==> src/rtl/inst_memload.sv <==
// Load unit: issues data-SRAM word reads for LOAD instructions and returns a
// right-aligned, sign/zero-extended result; word-crossing loads take two reads.
module inst_memload #(
    parameter int ADDR_W = 32
) (
    input  logic              clk,
    input  logic              cpurst_n,
    input  logic              ld_req,
    input  logic [ADDR_W-1:0] ld_addr,
    input  logic [2:0]        ld_op,
    input  logic [4:0]        ld_regindex,
    input  logic              ld_kill,
    output logic              rd_cs,
    output logic [ADDR_W-1:0] rd_addr,
    input  logic [31:0]       rd_data,
    output logic              ld_valid,
    output logic [31:0]       ld_rdata,
    output logic [4:0]        ld_wb_regindex,
    output logic              ld_stall,
    output logic              ld_err
);

    localparam int WA_W = ADDR_W - 2;

    localparam logic [1:0] ST_IDLE  = 2'd0;
    localparam logic [1:0] ST_DATA  = 2'd1;
    localparam logic [1:0] ST_DATA2 = 2'd2;

    localparam logic [2:0] OP_LB  = 3'b000;
    localparam logic [2:0] OP_LH  = 3'b001;
    localparam logic [2:0] OP_LW  = 3'b010;
    localparam logic [2:0] OP_LBU = 3'b100;
    localparam logic [2:0] OP_LHU = 3'b101;

    function automatic logic op_legal(input logic [2:0] op);
        case (op)
            OP_LB, OP_LH, OP_LW, OP_LBU, OP_LHU: op_legal = 1'b1;
            default:                             op_legal = 1'b0;
        endcase
    endfunction

    function automatic logic op_crosses(input logic [2:0] op, input logic [1:0] b);
        case (op)
            OP_LH, OP_LHU: op_crosses = (b == 2'd3);
            OP_LW:         op_crosses = (b != 2'd0);
            default:       op_crosses = 1'b0;
        endcase
    endfunction

    // src is already shifted so the addressed byte sits in bits [7:0]
    function automatic logic [31:0] extract(input logic [2:0] op, input logic [31:0] src);
        case (op)
            OP_LB:   extract = {{24{src[7]}}, src[7:0]};
            OP_LBU:  extract = {24'h000000, src[7:0]};
            OP_LH:   extract = {{16{src[15]}}, src[15:0]};
            OP_LHU:  extract = {16'h0000, src[15:0]};
            OP_LW:   extract = src;
            default: extract = 32'h00000000;
        endcase
    endfunction

    logic [1:0]      state_q, state_d;
    logic [1:0]      byte_q, byte_d;
    logic [2:0]      op_q, op_d;
    logic [4:0]      regidx_q, regidx_d;
    logic [4:0]      wb_idx_q, wb_idx_d;
    logic [WA_W-1:0] nxt_q, nxt_d;
    logic            cross_q, cross_d;
    logic [31:0]     lo_word_q, lo_word_d;
    logic            err_q, err_d;

    logic              stall_s;
    logic              accept_s;
    logic              valid_s;
    logic              rd_cs_s;
    logic [ADDR_W-1:0] rd_addr_s;
    logic [63:0]       pair_s;
    logic [31:0]       src_s;
    logic [31:0]       rdata_s;

    // Request acceptance, SRAM read issue, result extraction and next state
    always_comb begin
        state_d   = state_q;
        byte_d    = byte_q;
        op_d      = op_q;
        regidx_d  = regidx_q;
        nxt_d     = nxt_q;
        cross_d   = cross_q;
        lo_word_d = lo_word_q;
        wb_idx_d  = wb_idx_q;
        rd_cs_s   = 1'b0;
        rd_addr_s = {ADDR_W{1'b0}};

        stall_s  = !ld_kill && (state_q == ST_DATA) && cross_q;
        accept_s = cpurst_n && ld_req && !ld_kill && op_legal(ld_op) && !stall_s;
        valid_s  = !ld_kill && (((state_q == ST_DATA) && !cross_q) || (state_q == ST_DATA2));
        err_d    = ld_req && !ld_kill && !op_legal(ld_op) && !stall_s;

        pair_s = {rd_data, lo_word_q} >> {byte_q, 3'b000};
        if (state_q == ST_DATA2) begin
            src_s = pair_s[31:0];
        end else begin
            src_s = rd_data >> {byte_q, 3'b000};
        end

        if (accept_s) begin
            rd_cs_s   = 1'b1;
            rd_addr_s = {ld_addr[ADDR_W-1:2], 2'b00};
            byte_d    = ld_addr[1:0];
            op_d      = ld_op;
            regidx_d  = ld_regindex;
            nxt_d     = ld_addr[ADDR_W-1:2] + {{(WA_W-1){1'b0}}, 1'b1};
            cross_d   = op_crosses(ld_op, ld_addr[1:0]);
        end else if (stall_s) begin
            // second word of a crossing load; word address wraps naturally
            rd_cs_s   = 1'b1;
            rd_addr_s = {nxt_q, 2'b00};
            lo_word_d = rd_data;
        end else begin
            rd_cs_s   = 1'b0;
        end

        if (valid_s) begin
            rdata_s  = extract(op_q, src_s);
            wb_idx_d = regidx_q;
        end else begin
            rdata_s  = 32'h00000000;
        end

        if (ld_kill) begin
            state_d = ST_IDLE;
        end else begin
            case (state_q)
                ST_IDLE:  state_d = accept_s ? ST_DATA : ST_IDLE;
                ST_DATA:  state_d = cross_q ? ST_DATA2 : (accept_s ? ST_DATA : ST_IDLE);
                ST_DATA2: state_d = accept_s ? ST_DATA : ST_IDLE;
                default:  state_d = ST_IDLE;
            endcase
        end
    end

    // State and holding registers
    always_ff @(posedge clk or negedge cpurst_n) begin
        if (!cpurst_n) begin
            state_q   <= ST_IDLE;
            byte_q    <= 2'b00;
            op_q      <= 3'b000;
            regidx_q  <= 5'd0;
            wb_idx_q  <= 5'd0;
            nxt_q     <= {WA_W{1'b0}};
            cross_q   <= 1'b0;
            lo_word_q <= 32'h00000000;
            err_q     <= 1'b0;
        end else begin
            state_q   <= state_d;
            byte_q    <= byte_d;
            op_q      <= op_d;
            regidx_q  <= regidx_d;
            wb_idx_q  <= wb_idx_d;
            nxt_q     <= nxt_d;
            cross_q   <= cross_d;
            lo_word_q <= lo_word_d;
            err_q     <= err_d;
        end
    end

    assign rd_cs          = rd_cs_s;
    assign rd_addr        = rd_addr_s;
    assign ld_valid       = valid_s;
    assign ld_rdata       = rdata_s;
    assign ld_wb_regindex = valid_s ? regidx_q : wb_idx_q;
    assign ld_stall       = stall_s;
    assign ld_err         = err_q;

endmodule
==> config.mk <==
export PLATFORM = sky130hd
export DESIGN_NAME = inst_memload
export DESIGN_NICKNAME = d
export VERILOG_FILES = /design/src/rtl/inst_memload.sv
export SDC_FILE = /design/constraint.sdc
export NUM_CORES = 1
export LEC_CHECK = 0
export CORE_MARGIN = 2
export CORE_UTILIZATION = 49
export DETAILED_ROUTE_END_ITERATION = 8
export GPL_TIMING_DRIVEN = 0
export PLACE_DENSITY = 0.92
export REMOVE_ABC_BUFFERS = 1
export SLEW_MARGIN = 5
export SYNTH_ARGS = -nofsm -noshare
export SYNTH_HDL_FRONTEND = slang
export SYNTH_SLANG_ARGS = --single-unit
==> constraint.sdc <==
create_clock -name clk -period 2.27 [get_ports clk]
set_input_delay 0.227 -clock clk [delete_from_list [all_inputs] [get_ports clk]]
set_output_delay 0.227 -clock clk [all_outputs]
set_load 0.1 [all_outputs]
==> flow_metrics.env <==
export IMPL_ys_flop_type="dfrtp_1"
export IMPL_worst_slack_ns=-1.02
export IMPL_cts_buffers_inserted=9
export IMPL_leading_cell_types_in_the_layout_fill_and_taps_excluded="nand2_1 (126), dfrtp_1 (77), clkdlybuf4s50_1 (74)"
export IMPL_layout_filler_cells=489
export IMPL_netlist_area_leader_share_pct=36.9
export IMPL_post_synth_instance_area_um2=5490
export IMPL_final_setup_skew_ns=0.0193
export IMPL_start_util_pct=50.4
export IMPL_crit_path_start="state_q[1]"
export IMPL_ys_warn_count=0
export IMPL_fraction_of_final_layout_cells_with_drive_strength_greater_than_1_pct=39.1
export IMPL_synth_seq_area_share_pct=36.9
export IMPL_post_place_cells=857
export IMPL_timing_critical_path_fanout_max=6
export IMPL_htree_levels=3
export IMPL_post_synth_num_cell_types=57
export IMPL_routed_via_count=6824
export IMPL_peak_freq_ghz=0.304
export IMPL_setup_tns_ns=-16.35
export IMPL_share_seq_of_total_power_pct=37.4
export IMPL_vias_per_instance=7.00
export IMPL_p_sw_share_pct=42.6
export IMPL_timing_hold_ws_ns=0.405
export IMPL_clock_path_buffers=2
export IMPL_buffer_ports_inserted=146
export IMPL_synth_seq_cells=81
export IMPL_detail_route_iter0_violations=990
export IMPL_holdCritPathClass="primary input to flop"
export IMPL_syn_inst=612
export IMPL_cts_sinks=81
export IMPL_worst_r2r_startpoint="state_q[0]"
export IMPL_layout_min_cycle_time_ns=3.29
export IMPL_routedWlPerCell_um=27.7
export IMPL_hpwl_um=11200
export IMPL_synth_top_cells_by_area="dfrtp_1 (37%), nand2_1 (9.6%), mux2i_1 (8.6%)"
export IMPL_post_synth_cell_area_avg_um2=8.97
export IMPL_tritoncts="yes"
export IMPL_timing_critical_path_required_ns=2.04
export IMPL_finalHoldViolations=0
export IMPL_detailedPlace_worstSlack_ns=-2.23
export IMPL_pwr_share_clk_pct=17.0
export IMPL_power_uw=5580
export IMPL_crit_arrival_ns=3.06
export IMPL_grt_pass1_wl_um=33600
export IMPL_min_period_over_period_pct=145
export IMPL_synthToLayoutAreaGrowth_pct=68.4
export IMPL_type_of_the_worst_setup_path="flop to primary output"
export IMPL_floorplan_die_area_um2=12100
export IMPL_floorplan_io_pins=149
export IMPL_total_switching_power_uw=2380
export IMPL_clockRootBuffer="clkbuf_8"
export IMPL_finalWeightedCongestion=0.900
export IMPL_number_of_core_rows=38
export IMPL_timing_hold_worst_start="ld_regindex[3]"
export IMPL_critPathLaunchType="flop"
export IMPL_first_global_vias=6168
export IMPL_cell_internal_pwr_uw=3200
export IMPL_post_synth_top_area_cell="dfrtp_1"
export IMPL_drv_max_cap_violation_count=0
export IMPL_clock_latency_on_the_worst_skew_pair_ns=0.37
export IMPL_global_route_congestion_overflow_total=0
export IMPL_dieHeight_um=110
export IMPL_pwr_share_comb_pct=45.6
export IMPL_peak_supply_drop_v=0.000353
export IMPL_cp_end_kind="primary output"
export IMPL_count_of_unresolved_drc_violations_after_routing=134
export IMPL_worst_slew_pin_transition_ns=1.14
export IMPL_asyncSetResetFlopFracSynth_pct=100
export IMPL_report_final_slew_viol_count=0
export IMPL_cellPowerDensity_nw_per_um2=603
export IMPL_slew_headroom_pct=23.0
export IMPL_number_of_flops_mapped_to_enable_cells_by_yosys=0
export IMPL_core_region_area_um2=10900
export IMPL_antenna_violating_nets_post_route=0
export IMPL_grt_start_max_net_pins=56
export IMPL_detailedRoute_firstPassIterationCount=9
export IMPL_most_common_cell_after_layout_fill_and_taps_aside="nand2_1"
export IMPL_failed_checks="DRC, setup timing"
export IMPL_layout_cells_non_filler=975
export IMPL_power_leakage_uw=0.00400
export IMPL_overall_routed_net_length_um=27000
export IMPL_chip_width_um=110
export IMPL_grt_antenna_before_repair=2
export IMPL_report_final_setup_viol=66
export IMPL_outcome="finished with violations"
export IMPL_total_routing_resource_utilization_after_global_routing_pct=37.2
export IMPL_finalNetCount=906
export IMPL_rsz0062_at_grt="yes"
export IMPL_cts_clk_slew_worst_paths_ns=0.08
## critical path, cell delays in order, from the launching register on
cell and delay (ns):
dfrtp_2 0.48, buf_4 0.22, nor2b_4 0.21, buf_4 0.20, buf_4 0.14, a21oi_1 0.07, o21ai_0 0.91, a31o_4 0.30
buf_12 0.17
## cell usage after synthesis, types with 2 or more instances
master    count
a211o_1       7
a211oi_1      9
a21oi_1      16
a22o_1       27
a22oi_1       7
a31o_2        7
and2_1        8
and3_1       11
and3b_1       4
and4_1        2
buf_1         3
buf_2        10
buf_4         5
clkbuf_1     26
dfrtp_1      81
inv_1         4
mux2_2       34
mux2i_1      47
nand2_1     141
nand2b_1      4
nand3_1      11
nand4_1       4
nor2_1       11
nor2b_1       2
nor3_1       13
nor4_1        3
nor4_4        3
o211ai_1      7
o21ai_0      39
o21ai_1       4
o21ai_2       3
o32ai_1       8
xnor2_1      19
xor2_1        9
## final timing paths
kind | end | slack (ns) | cells past startpoint
min in group asynchronous | lo_word_q[22] | 0.50 | 4
max in group asynchronous | state_q[1] | 1.42 | 4
min | regidx_q[3] | 0.41 | 3
max | ld_rdata[12] | -1.02 | 8
max reg2reg | lo_word_q[25] | 0.22 | 8
min reg2reg | nxt_q[9] | 0.49 | 2
## state kept, by name (all words and copies together) (netlist names)
register / count
state_q: 2
wb_idx_q: 5
ld_err: 1
nxt_q: 30
cross_q: 1
byte_q: 2
op_q: 3
lo_word_q: 32
regidx_q: 5
## cell type report
| cell class | count | area, um2 | share of cell area, % |
|---|---|---|---|
| clock inverter | 4 | 20.0 | 0.217 |
| multi-input combinational | 488 | 3940 | 42.6 |
| clock buffer | 12 | 135 | 1.46 |
| antenna | 1 | 2.50 | 0.0271 |
| sequential | 81 | 2040 | 22.0 |
| tap | 140 | 175 | 1.90 |
| timing repair buffer | 243 | 2900 | 31.3 |
| timing repair inverter | 1 | 7.51 | 0.0812 |
| inverter | 5 | 30.0 | 0.325 |
## metrics by stage
| step | instance area [um2] | utilization (%) |
|---|---|---|
| 2_1_floorplan | 5280 | - |
| 5_1_grt | 9240 | 84.8 |
| 6_report | 9240 | 84.9 |
| 3_5_place_dp | 7010 | 64.4 |
| 3_3_place_gp | 6920 | 63.6 |
| 4_1_cts | 8290 | 76.1 |
## per-layer routing
layer / routed length [um] / GRT usage [%]
met4: 2240 / 20.3
met5: 13 / 2.23
met1: 8890 / 43.4
met2: 12000 / 59.6
met3: 3890 / 13.0
## power by group through the flow
stage | registers, uW | clock network [uW] | logic, uW
finish | 2080 | 948 | 2540
global placement | 2060 | 0 | 1570
global route | 2110 | 1010 | 2620
detailed placement | 2090 | 0 | 1640
CTS | 2010 | 918 | 2030
floorplan | 2010 | 0 | 1160
## cell families (layout without fill, tap and decap cells)
group                    count (synthesis)  after routing  share of synthesized area [%]
AND/OR/NAND/NOR                        226            232                           20.1
AO/OA/AOI/OAI                          144            144                           18.6
multiplexers                            81             81                           15.5
flip-flops                              81             81                           36.9
buffers and inverters                   50            265                           4.13
XOR/XNOR                                28             28                           4.47
adder cells (fa/ha/maj)                  1              1                          0.228
other                                    1              3                         0.0683
## what timing repair did
action / CTS / global route
hold buffers: 5 / 0
setup buffers: 59 / 30
gates cloned: 8 / 1
gates resized for setup: 576 / 148
hold endpoints to repair: 32 / 0
endpoints found under the setup margin: 75 / 69
pin swaps: 29 / 23
(Power assumes the default switching activity.)
